==> config.mk <==
export PLATFORM = sky130hd
export DESIGN_NAME = wb_arbiter_flat
export DESIGN_NICKNAME = d
export VERILOG_FILES = /design/src/rtl/wb_arbiter_if.sv /design/src/rtl/wb_arbiter.sv /design/src/flat_wrapper.sv
export SDC_FILE = /design/constraint.sdc
export NUM_CORES = 1
export LEC_CHECK = 0
export BUFFER_PORTS_ARGS = -buffer_cell sky130_fd_sc_hd__buf_4
export CAP_MARGIN = 0
export CORE_UTILIZATION = 33
export DETAILED_ROUTE_END_ITERATION = 10
export PLACE_DENSITY = 0.76
export SLEW_MARGIN = 20
export SYNTH_ARGS = -nofsm -noshare
export SYNTH_HDL_FRONTEND = slang
export SYNTH_SLANG_ARGS = --single-unit
==> constraint.sdc <==
create_clock -name clk_i -period 1.5 [get_ports clk_i]
set_clock_uncertainty 0.1 [all_clocks]
set_input_delay 0.15 -clock clk_i [delete_from_list [all_inputs] [get_ports clk_i]]
set_output_delay 0.15 -clock clk_i [all_outputs]
set_load 0.05 [all_outputs]
==> src/rtl/wb_arbiter_if.sv <==
// Bus bundle between the two register-bus masters, the arbiter and the slave
// decode. The arbiter connects via the master modport; the masters and the
// slave-side mux connect via the slave modport.
interface wb_arbiter_if #(
  parameter int ADR_W = 8,
  parameter int DAT_W = 8
);
  // Handshake: a master raises mX_stb_i with stable we/adr/dat and holds it
  // until mX_ack_o or mX_err_o is high for one cycle; the slave answers
  // s_stb_o with s_ack_i (and s_dat_i on reads) in the same cycle it is ready.
  logic             m0_stb_i;
  logic             m0_we_i;
  logic [ADR_W-1:0] m0_adr_i;
  logic [DAT_W-1:0] m0_dat_i;
  logic [DAT_W-1:0] m0_dat_o;
  logic             m0_ack_o;
  logic             m0_err_o;
  logic             m1_stb_i;
  logic             m1_we_i;
  logic [ADR_W-1:0] m1_adr_i;
  logic [DAT_W-1:0] m1_dat_i;
  logic [DAT_W-1:0] m1_dat_o;
  logic             m1_ack_o;
  logic             m1_err_o;
  logic             s_stb_o;
  logic             s_we_o;
  logic [ADR_W-1:0] s_adr_o;
  logic [DAT_W-1:0] s_dat_o;
  logic [DAT_W-1:0] s_dat_i;
  logic             s_ack_i;
  logic [1:0]       grant_o;
  logic             busy_o;

  modport master (
    input  m0_stb_i, m0_we_i, m0_adr_i, m0_dat_i,
    input  m1_stb_i, m1_we_i, m1_adr_i, m1_dat_i,
    input  s_dat_i, s_ack_i,
    output m0_dat_o, m0_ack_o, m0_err_o,
    output m1_dat_o, m1_ack_o, m1_err_o,
    output s_stb_o, s_we_o, s_adr_o, s_dat_o,
    output grant_o, busy_o
  );

  modport slave (
    output m0_stb_i, m0_we_i, m0_adr_i, m0_dat_i,
    output m1_stb_i, m1_we_i, m1_adr_i, m1_dat_i,
    output s_dat_i, s_ack_i,
    input  m0_dat_o, m0_ack_o, m0_err_o,
    input  m1_dat_o, m1_ack_o, m1_err_o,
    input  s_stb_o, s_we_o, s_adr_o, s_dat_o,
    input  grant_o, busy_o
  );
endinterface

==> src/rtl/wb_arbiter.sv <==
// Two-master round-robin arbiter for the 8-bit register bus. One complete
// cycle is granted at a time; a cycle the slave never acknowledges is
// aborted with a one-cycle error to its owner. busy_o exposes the FSM state.
module wb_arbiter #(
  parameter int TIMEOUT = 16,
  parameter int ADR_W   = 8,
  parameter int DAT_W   = 8
) (
  input  logic          clk_i,
  input  logic          rst_i,
  wb_arbiter_if.master  bus
);
  localparam int CNT_W = $clog2(TIMEOUT + 1);
  localparam logic [CNT_W-1:0] CNT_LAST = CNT_W'(TIMEOUT - 1);
  localparam logic [ADR_W-1:0] ADR_ZERO = '0;
  localparam logic [DAT_W-1:0] DAT_ZERO = '0;

  typedef enum logic {IDLE, BUSY} state_t;

  state_t           state;
  logic             owner;
  logic             last;
  logic [CNT_W-1:0] cnt;
  logic [1:0]       grant_q;

  logic             winner;
  logic             own_stb;
  logic             timeout_hit;
  logic             end_cycle;

  // Owner selection and cycle-termination conditions.
  always_comb begin
    winner      = (bus.m0_stb_i && bus.m1_stb_i) ? ~last : bus.m1_stb_i;
    own_stb     = owner ? bus.m1_stb_i : bus.m0_stb_i;
    timeout_hit = (state == BUSY) && (cnt == CNT_LAST) && !bus.s_ack_i;
    end_cycle   = bus.s_ack_i || timeout_hit || !own_stb;
  end

  // Grant / busy FSM; grant_o is registered so requests never reach it combinationally.
  always_ff @(posedge clk_i or negedge rst_i) begin
    if (!rst_i) begin
      state   <= IDLE;
      owner   <= 1'b0;
      last    <= 1'b1;
      cnt     <= '0;
      grant_q <= 2'b00;
    end else begin
      case (state)
        IDLE: begin
          if (bus.m0_stb_i || bus.m1_stb_i) begin
            owner   <= winner;
            last    <= winner;
            cnt     <= '0;
            grant_q <= winner ? 2'b10 : 2'b01;
            state   <= BUSY;
          end
        end
        BUSY: begin
          if (end_cycle) begin
            state   <= IDLE;
            cnt     <= '0;
            grant_q <= 2'b00;
          end else begin
            cnt <= cnt + 1'b1;
          end
        end
        default: state <= IDLE;
      endcase
    end
  end

  // Route the owner's request to the slave and the slave's answer back to the owner.
  always_comb begin
    bus.s_stb_o  = 1'b0;
    bus.s_we_o   = 1'b0;
    bus.s_adr_o  = ADR_ZERO;
    bus.s_dat_o  = DAT_ZERO;
    bus.m0_ack_o = 1'b0;
    bus.m0_err_o = 1'b0;
    bus.m0_dat_o = DAT_ZERO;
    bus.m1_ack_o = 1'b0;
    bus.m1_err_o = 1'b0;
    bus.m1_dat_o = DAT_ZERO;
    if (state == BUSY) begin
      // The strobe is withdrawn in the abort cycle so the slave does not
      // complete an access the master has already been told failed.
      bus.s_stb_o = own_stb && !timeout_hit;
      if (owner) begin
        bus.s_we_o   = bus.m1_we_i;
        bus.s_adr_o  = bus.m1_adr_i;
        bus.s_dat_o  = bus.m1_dat_i;
        bus.m1_ack_o = bus.s_ack_i;
        bus.m1_err_o = timeout_hit;
        bus.m1_dat_o = bus.s_dat_i;
      end else begin
        bus.s_we_o   = bus.m0_we_i;
        bus.s_adr_o  = bus.m0_adr_i;
        bus.s_dat_o  = bus.m0_dat_i;
        bus.m0_ack_o = bus.s_ack_i;
        bus.m0_err_o = timeout_hit;
        bus.m0_dat_o = bus.s_dat_i;
      end
    end
  end

  assign bus.grant_o = grant_q;
  assign bus.busy_o  = (state == BUSY);
endmodule

==> src/flat_wrapper.sv <==
// flat-port wrapper written by rule: the top's interface ports become plain ports
module wb_arbiter_flat 
#(
  parameter int TIMEOUT = 16,
  parameter int ADR_W   = 8,
  parameter int DAT_W   = 8
)
  (clk_i, rst_i, bus_m0_stb_i, bus_m0_we_i, bus_m0_adr_i, bus_m0_dat_i, bus_m1_stb_i, bus_m1_we_i, bus_m1_adr_i, bus_m1_dat_i, bus_s_dat_i, bus_s_ack_i, bus_m0_dat_o, bus_m0_ack_o, bus_m0_err_o, bus_m1_dat_o, bus_m1_ack_o, bus_m1_err_o, bus_s_stb_o, bus_s_we_o, bus_s_adr_o, bus_s_dat_o, bus_grant_o, bus_busy_o);
  wb_arbiter_if #(.ADR_W(ADR_W), .DAT_W(DAT_W)) bus_i ();
  input  logic clk_i;
  input  logic rst_i;
  input wire logic [$bits(bus_i.m0_stb_i)-1:0] bus_m0_stb_i;
  input wire logic [$bits(bus_i.m0_we_i)-1:0] bus_m0_we_i;
  input wire logic [$bits(bus_i.m0_adr_i)-1:0] bus_m0_adr_i;
  input wire logic [$bits(bus_i.m0_dat_i)-1:0] bus_m0_dat_i;
  input wire logic [$bits(bus_i.m1_stb_i)-1:0] bus_m1_stb_i;
  input wire logic [$bits(bus_i.m1_we_i)-1:0] bus_m1_we_i;
  input wire logic [$bits(bus_i.m1_adr_i)-1:0] bus_m1_adr_i;
  input wire logic [$bits(bus_i.m1_dat_i)-1:0] bus_m1_dat_i;
  input wire logic [$bits(bus_i.s_dat_i)-1:0] bus_s_dat_i;
  input wire logic [$bits(bus_i.s_ack_i)-1:0] bus_s_ack_i;
  output wire logic [$bits(bus_i.m0_dat_o)-1:0] bus_m0_dat_o;
  output wire logic [$bits(bus_i.m0_ack_o)-1:0] bus_m0_ack_o;
  output wire logic [$bits(bus_i.m0_err_o)-1:0] bus_m0_err_o;
  output wire logic [$bits(bus_i.m1_dat_o)-1:0] bus_m1_dat_o;
  output wire logic [$bits(bus_i.m1_ack_o)-1:0] bus_m1_ack_o;
  output wire logic [$bits(bus_i.m1_err_o)-1:0] bus_m1_err_o;
  output wire logic [$bits(bus_i.s_stb_o)-1:0] bus_s_stb_o;
  output wire logic [$bits(bus_i.s_we_o)-1:0] bus_s_we_o;
  output wire logic [$bits(bus_i.s_adr_o)-1:0] bus_s_adr_o;
  output wire logic [$bits(bus_i.s_dat_o)-1:0] bus_s_dat_o;
  output wire logic [$bits(bus_i.grant_o)-1:0] bus_grant_o;
  output wire logic [$bits(bus_i.busy_o)-1:0] bus_busy_o;
  assign bus_i.m0_stb_i = bus_m0_stb_i;
  assign bus_i.m0_we_i = bus_m0_we_i;
  assign bus_i.m0_adr_i = bus_m0_adr_i;
  assign bus_i.m0_dat_i = bus_m0_dat_i;
  assign bus_i.m1_stb_i = bus_m1_stb_i;
  assign bus_i.m1_we_i = bus_m1_we_i;
  assign bus_i.m1_adr_i = bus_m1_adr_i;
  assign bus_i.m1_dat_i = bus_m1_dat_i;
  assign bus_i.s_dat_i = bus_s_dat_i;
  assign bus_i.s_ack_i = bus_s_ack_i;
  assign bus_m0_dat_o = bus_i.m0_dat_o;
  assign bus_m0_ack_o = bus_i.m0_ack_o;
  assign bus_m0_err_o = bus_i.m0_err_o;
  assign bus_m1_dat_o = bus_i.m1_dat_o;
  assign bus_m1_ack_o = bus_i.m1_ack_o;
  assign bus_m1_err_o = bus_i.m1_err_o;
  assign bus_s_stb_o = bus_i.s_stb_o;
  assign bus_s_we_o = bus_i.s_we_o;
  assign bus_s_adr_o = bus_i.s_adr_o;
  assign bus_s_dat_o = bus_i.s_dat_o;
  assign bus_grant_o = bus_i.grant_o;
  assign bus_busy_o = bus_i.busy_o;
  wb_arbiter #(.TIMEOUT(TIMEOUT), .ADR_W(ADR_W), .DAT_W(DAT_W)) u_core (.clk_i(clk_i), .rst_i(rst_i), .bus(bus_i));
endmodule
==> results of run 1 <==
[cells in the mapped netlist, types with 2 or more instances]
| cell type | count | area, um2 |
|---|---|---|
| mux2i_1 | 17 | 170 |
| clkbuf_1 | 3 | 11.3 |
| nand2b_1 | 2 | 12.5 |
| a22o_1 | 2 | 17.5 |
| nor2b_1 | 20 | 125 |
| buf_2 | 4 | 20.0 |
| dfrtp_1 | 9 | 225 |
| and2_1 | 9 | 56.3 |
| nor2_1 | 3 | 11.3 |
| nand2_1 | 4 | 15.0 |
| nand3_1 | 2 | 10.0 |
| ha_1 | 2 | 25.0 |
| o21ai_1 | 3 | 15.0 |
| inv_1 | 2 | 7.51 |
| and3_1 | 11 | 68.8 |
| a21oi_1 | 2 | 10.0 |
[cell families after synthesis]
kind of cell               after synthesis
AOI/OAI and AO/OA                       14
xor gates and xnor gates                 1
adders and majority gates                2
buffers and inverters                    9
DFF                                     10
muxes                                   18
and+or+nand+nor                         55
[through the flow]
step / hold WS [ps] / setup slack (ps) / cells / setup TNS, ps
3_5_place_dp: -112 / -215 / 231 / -1900
3_3_place_gp: -118 / -149 / 231 / -1040
2_1_floorplan: -246 / -163 / 109 / -687
==> impl_metrics.ini, run 1 <==
[synth]
synth_area_per_cell_um2 = 8.60
synth-simple-area-share_pct = 35.4
synth_edf_count = 0
syn_area_um2 = 937
synthFlopType = dfrtp_1
ys_ff_latch = 10
synth_xor_xnor_area_share_pct = 0.935
synth_warnings = 0
synth_fa_ha_area_share_pct = 2.67
synth_compound_area_share_pct = 10.3
async_reset_ff_share_pct = 100
yosysSeqAreaShare_pct = 26.8
syn-num-nets = 158
synthMuxAreaShare_pct = 19.8
synth_top_family_by_area = simple AND/OR/NAND/NOR gates
netlist_instances = 109
synth_cell_type_count = 30

[place]
finalWeightedCongestion = 0.793
port_buffers = 87
placed_area_mm2 = 0.00190
dp_hpwl_mm = 2.56

[clock_tree]
cts_sinks = 10
cts_resized = 120
holdBufCountCts = 1
htree_levels = 1
cts.path.max_buffers = 2
cts_setup_buffers = 7
cts_buffers = 3
cts-root-buf = clkbuf_4

[floorplanning]
initial_core_util_pct = 36.2
io_pins = 88
die_y_um = 55.3
rows = 18
die_w_um = 55.3

[outcome]
error = [ERROR DPL-0033] detailed placement checks failed during check placement.
status = stopped before the end
failed_stage = clock tree synthesis (4_1_cts)
==> run 2: changes to the inputs <==
--- a/config.mk
+++ b/config.mk
@@ -7,9 +7,10 @@
 export LEC_CHECK = 0
 export BUFFER_PORTS_ARGS = -buffer_cell sky130_fd_sc_hd__buf_4
 export CAP_MARGIN = 0
-export CORE_UTILIZATION = 33
+export CORE_AREA = 2 2 63 65
 export DETAILED_ROUTE_END_ITERATION = 10
-export PLACE_DENSITY = 0.76
+export DIE_AREA = 0 0 65 67
+export PLACE_DENSITY_LB_ADDON = 0.15
 export SLEW_MARGIN = 20
 export SYNTH_ARGS = -nofsm -noshare
 export SYNTH_HDL_FRONTEND = slang
==> constraint.sdc (replaced) <==
create_clock -name clk_i -period 2 [get_ports clk_i]
set_clock_uncertainty 0.1 [all_clocks]
set_input_delay 0.2 -clock clk_i [delete_from_list [all_inputs] [get_ports clk_i]]
set_output_delay 0.2 -clock clk_i [all_outputs]
set_load 0.05 [all_outputs]
==> run 2 against run 1 <==
Net effect:
- the flow now finishes without violations
- area after synthesis did not move
- synthesized cell count did not move
==> impl_metrics.ini, run 2 <==
[route]
drt-vias-per-instance = 4.55
wl_mm = 3.03
dr.pass1.iters = 3
ant_nets = 0
drc = 0
vias = 1138
wl_per_cell_um = 12.1
drt_iter0_markers = 11

[timing]
post-route-min-period_ps = 1930
layout_worst_path_cycle_share_pct = 96.4
hold_viol = 0
maxSlewViolCount = 0
slew-limit-headroom_pct = 71.0
tightestPinTransition_ps = 432
setup_ws_ps = 71.0
totalNegativeSetupSlack_ps = 0
fmax_mhz = 518
setup_viol_count_final = 0

[synth]
synth_compound_area_share_pct = 10.3
netlist_instances = 109
synth_edf_count = 0
ys_ff_latch = 10
yosys-top-cells-area = dfrtp_1 (24%), mux2i_1 (18%), nor2b_1 (13%)
yosysTopAreaCell = dfrtp_1
synth_xor_xnor_area_share_pct = 0.935
synth_common_cells = nor2b_1 (20), mux2i_1 (17), and3_1 (11)
yosysSeqAreaShare_pct = 26.8
async_reset_ff_share_pct = 100
synth_top_area_share_pct = 24.0
synth_warnings = 0
syn-num-nets = 158
yosysMostFrequentCell = nor2b_1
syn_area_um2 = 937
synth_cell_type_count = 30
synth_fa_ha_area_share_pct = 2.67
synthFlopType = dfrtp_1
synth-simple-area-share_pct = 35.4
synth_area_per_cell_um2 = 8.60
synth_top_family_by_area = simple AND/OR/NAND/NOR gates
synthMuxAreaShare_pct = 19.8

[floorplanning]
die_y_um = 67
rows = 22
core-area_mm2 = 0.00361
die_w_um = 65
io_pins = 88
die_area_mm2 = 0.00436
initial_core_util_pct = 26.0

[power_and_ir_drop]
total_power_mw = 2.50
power_density_mw_per_mm2 = 1400
p_leak_nw = 0.960
ir_drop_v = 0.000665

[critical_path]
critPathKind = reg2out
cp.arrival_ps = 1630
setup.worst_path.start_class = flop
critPathRequiredTime_ps = 1700
critPathMaxFanout = 3
cp-end-kind = output port

[job]
cap_violations = 0

[cells_and_area]
antenna_cells = 0
drive_above_1_share_pct = 57.9
regMostFlops = u_core.cnt
largest_reg_flops = 5
final_nets = 252
layout_common_cells = buf_4 (93), mux2i_1 (17), nor2b_2 (11), and3_1 (11)
area_growth_pct = 91.1
layout.cells.most_common = buf_4

[min_path]
hold_class = in2reg

[outcome]
status = complete, no violations

[clock_tree]
htree_levels = 1
cts.path.max_buffers = 2
cts_sinks = 10
cts-root-buf = clkbuf_8
clk_pin_slew_worst_paths_ps = 50
cts_tree = yes
cts_buffers = 3
clock_latency_ps = 230

[place]
finalWeightedCongestion = 0.711
place_ws_ps = 163
port_buffers = 87
dp_hpwl_mm = 2.41

[grt]
grt_max_degree = 21
antenna_found_initial = 0
grt_pass1_wl_mm = 4.60
grtUsageTotal_pct = 13.5
grt_pass1_vias = 1101
grt_remaining_overflow = 0
-- run 2: cell counts after synthesis --
No cell type changed its count.
-- run 2: metrics by stage --
stage                     instances  hold slack, ps  area [um2]  utilization (%)
after floorplan                 109            -196         967                -
after global placement          241           -67.8        1680             46.6
after detailed placement        241           -63.5        1680             46.6
after CTS                       246             177        1750             48.5
after global routing            250             212        1790             49.7
final                           250             182        1790             49.7
-- run 2: where the power goes --
group / leakage, nW / internal (mW) / switching [mW]
logic: 0.803 / 0.694 / 1.21
clock network: 0.0288 / 0.173 / 0.0761
registers: 0.128 / 0.262 / 0.0916
-- run 2: metal layers --
layer	track usage (%)	wire (um)	up-vias
li1	-	-	566
met1	13.0	1140	504
met2	27.3	1570	66
met3	2.70	308	2
met4	5.59	19	0
met5	0	0	-
-- run 2: final timing paths --
kind                                  startpoint                    end  slack (ps)  cells after the start
setup reg to reg                   u_core.cnt[1]          u_core.cnt[4]         240                      6
max in group asynchronous                  rst_i            u_core.last        1340                      2
min in group asynchronous                  rst_i  u_core.bus.grant_o[0]         230                      2
hold / removal                      bus_m1_stb_i      u_core.bus.busy_o         180                      3
hold reg to reg            u_core.bus.grant_o[1]  u_core.bus.grant_o[1]         410                      1
setup / recovery                   u_core.cnt[1]            bus_s_stb_o          70                      6
-- run 2: cells by family (layout without fill, tap and decap cells) --
logic type	Yosys count	count (layout)
AND/OR/NAND/NOR	55	55
buffers and inverters	9	102
XOR/XNOR	1	1
flip-flops	10	10
multiplexers	18	18
adder cells (fa/ha/maj)	2	2
AO/OA/AOI/OAI	14	14
-- run 2: repair_timing --
action / in CTS / in global routing
resized for setup: 2 / 4
endpoints found under the hold margin: 10 / 0
setup endpoints to repair: 1 / 23
cloned: 0 / 0
pin swaps: 0 / 2
hold buffers: 1 / 0
setup buffers: 0 / 4
-- run 2: layout make-up --
type | instances | area (um2)
fill | 345 | 1820
timing repair buffer | 96 | 731
multi-input combinational | 90 | 684
sequential | 10 | 253
tap | 48 | 60.1
clock buffer | 4 | 55.1
inverter | 2 | 7.51
-- run 2: worst max-delay path: stages, from the launching register on --
cell	delay, ps
dfrtp_1	390
ha_2	200
and3_1	180
ha_2	170
nand2b_1	110
and3_1	180
buf_6	160
Power figures use the tool's default switching activity.
==> run 3: changes to the inputs <==
--- a/config.mk
+++ b/config.mk
@@ -11,6 +11,7 @@
 export DETAILED_ROUTE_END_ITERATION = 10
 export DIE_AREA = 0 0 65 67
 export PLACE_DENSITY_LB_ADDON = 0.15
+export REMOVE_ABC_BUFFERS = 1
 export SLEW_MARGIN = 20
 export SYNTH_ARGS = -nofsm -noshare
 export SYNTH_HDL_FRONTEND = slang
==> constraint.sdc (replaced) <==
create_clock -name clk_i -period 2.39 [get_ports clk_i]
set_clock_uncertainty 0.1 [all_clocks]
set_input_delay 0.239 -clock clk_i [delete_from_list [all_inputs] [get_ports clk_i]]
set_output_delay 0.239 -clock clk_i [all_outputs]
set_load 0.05 [all_outputs]
==> run 3 against run 2 <==
Net effect:
- cell count fell by 2.4%
- worst setup slack improved by 290 ps
- power fell by 19%
- register-to-register slack improved by 340 ps
- critical path depth did not move
- sequential power fell by 19%
- non-clock buffer count fell by 6
- flip-flop and latch count did not move
- cell area fell by 5.1%
- core utilization fell by 2.5 points
- critical path type unchanged
- largest power group unchanged
- highest routed layer unchanged
==> impl_metrics.ini, run 3 (synthesis gave the netlist of run 2 again) <==
[outcome]
status = complete, no violations

[cells_and_area]
regMostFlops = u_core.cnt
layout.cells.most_common = buf_4
fill_cells = 369
drive_above_1_share_pct = 49.0
antenna_cells = 0
fin_area_mm2 = 0.00170
layout_common_cells = buf_4 (89), nor2b_1 (20), mux2i_1 (17), and3_1 (11)
instances_no_fill = 244
area_growth_pct = 81.3
largest_reg_flops = 5
multi_input_area_um2 = 647
final_nets = 246
ff_latch_area_um2 = 251

[clock_tree]
clk_pin_slew_worst_paths_ps = 50
cts-root-buf = clkbuf_8
cts_sinks = 10
clock_latency_ps = 240
cts.path.max_buffers = 2
holdBufCountCts = 1
cts_buffers = 3
cts_tree = yes
cts_resized = 0
htree_levels = 1
cts_setup_buffers = 0

[grt]
antenna_found_initial = 0
grt_pass1_vias = 995
grtUsageTotal_pct = 13.1
grt_pass1_wl_mm = 4.55
grt_remaining_overflow = 0
grt_max_degree = 31

[critical_path]
cp_num_buf_inv = 1
setup.worst_path.start_class = flop
cp-end-kind = output port
cp.arrival_ps = 1690
r2r_start = u_core.cnt[0]
critPathKind = reg2out
startpoint = u_core.cnt[0]
critPathRequiredTime_ps = 2050
rrSetupSlack_ps = 580
path_depth = 6
crit_chain = ha_1 -> and3_1 -> ha_1 -> nand2b_1 -> and3_1 -> buf_4
crit_path_end = bus_s_stb_o
r2r-end = u_core.cnt[3]
critPathTopFamily = simple AND/OR/NAND/NOR gates
crit_path_top_delay_cell = dfrtp_1
worst_path_largest_cell_delay_ps = 400
worst-r2r-cell-count = 6
critPathMaxFanout = 4

[route]
drt_iter0_markers = 38
ant_nets = 0
drt-vias-per-instance = 4.62
dr.pass1.iters = 4
wl_mm = 3.05
vias = 1128
drc = 0
wl_per_cell_um = 12.5

[floorplanning]
io_pins = 88
die_w_um = 65
core-area_mm2 = 0.00361
rows = 22
die_area_mm2 = 0.00436
die_y_um = 67
initial_core_util_pct = 26.0

[power_and_ir_drop]
total_power_mw = 2.03
p_leak_nw = 0.921
ir_drop_v = 0.000545
power_density_mw_per_mm2 = 1190

[timing]
setup_viol_count_final = 0
hold_ws_ps = 217
layout_worst_path_cycle_share_pct = 85.0
slew-limit-headroom_pct = 69.9
hold_viol = 0
tightestPinTransition_ps = 450
rsz0062_at_grt = false
post-route-min-period_ps = 2030
fmax_mhz = 492
totalNegativeSetupSlack_ps = 0
maxSlewViolCount = 0

[place]
post-place-cells = 239
finalWeightedCongestion = 0.755
port_buffers = 87
dp_hpwl_mm = 2.45
placed_area_mm2 = 0.00163

[job]
cap_violations = 0

[min_path]
hold_class = in2reg
-- run 3: cell count changes in the layout (fill, tap and decap cells not counted), moves of 2 or more --
cell / change
buf_4: -4
buf_6: -2
ha_1: +2
ha_2: -2
nor2b_1: +11
nor2b_2: -11
-- run 3: worst min-delay path by stage --
stage / from / endpoint / slack, ps / cells past startpoint
6_report: bus_m1_stb_i / u_core.bus.busy_o / 220 / 3
5_1_grt: bus_m1_stb_i / u_core.bus.busy_o / 240 / 3
4_1_cts: bus_m1_stb_i / u_core.bus.busy_o / 220 / 3
3_5_place_dp: rst_i / u_core.cnt[2] / -20 / 1
3_3_place_gp: rst_i / u_core.cnt[4] / -20 / 1
2_1_floorplan: rst_i / u_core.bus.busy_o / -160 / 0
-- run 3: through the flow --
| step | setup slack, ps | utilization [%] |
|---|---|---|
| floorplan | -231 | - |
| global placement | 620 | 45.3 |
| detailed placement | 602 | 45.3 |
| CTS | 338 | 47.1 |
| global route | 212 | 47.1 |
| finish | 358 | 47.1 |
-- run 3: area by class of cell --
class	instances	share of cell area (%)
multi-input cells	90	38.1
inverters	2	0.442
flip-flops and latches	10	14.8
repair buffers	90	39.9
clock buffers	4	3.24
well taps	48	3.53
-- run 3: per-layer routing --
layer,global-route usage (%),share of wire [%],vias to the layer above
li1,-,-,553
met1,15.5,38,515
met4,4.79,1.3,0
met2,22.4,48,55
met3,3.89,12,5
met5,0,0,-
-- run 3: worst register-to-register path, cell delays in order, from the launching register on --
cell	delay [ps]
dfrtp_1	400
ha_1	230
and3_1	190
ha_1	180
nor2_1	220
nand3_1	200
o21ai_1	200
-- run 3: report_power, final --
part	internal, mW	switching, mW	leakage [nW]
Combinational	0.530	0.998	0.763
Sequential	0.217	0.0710	0.129
Clock	0.145	0.0697	0.0288
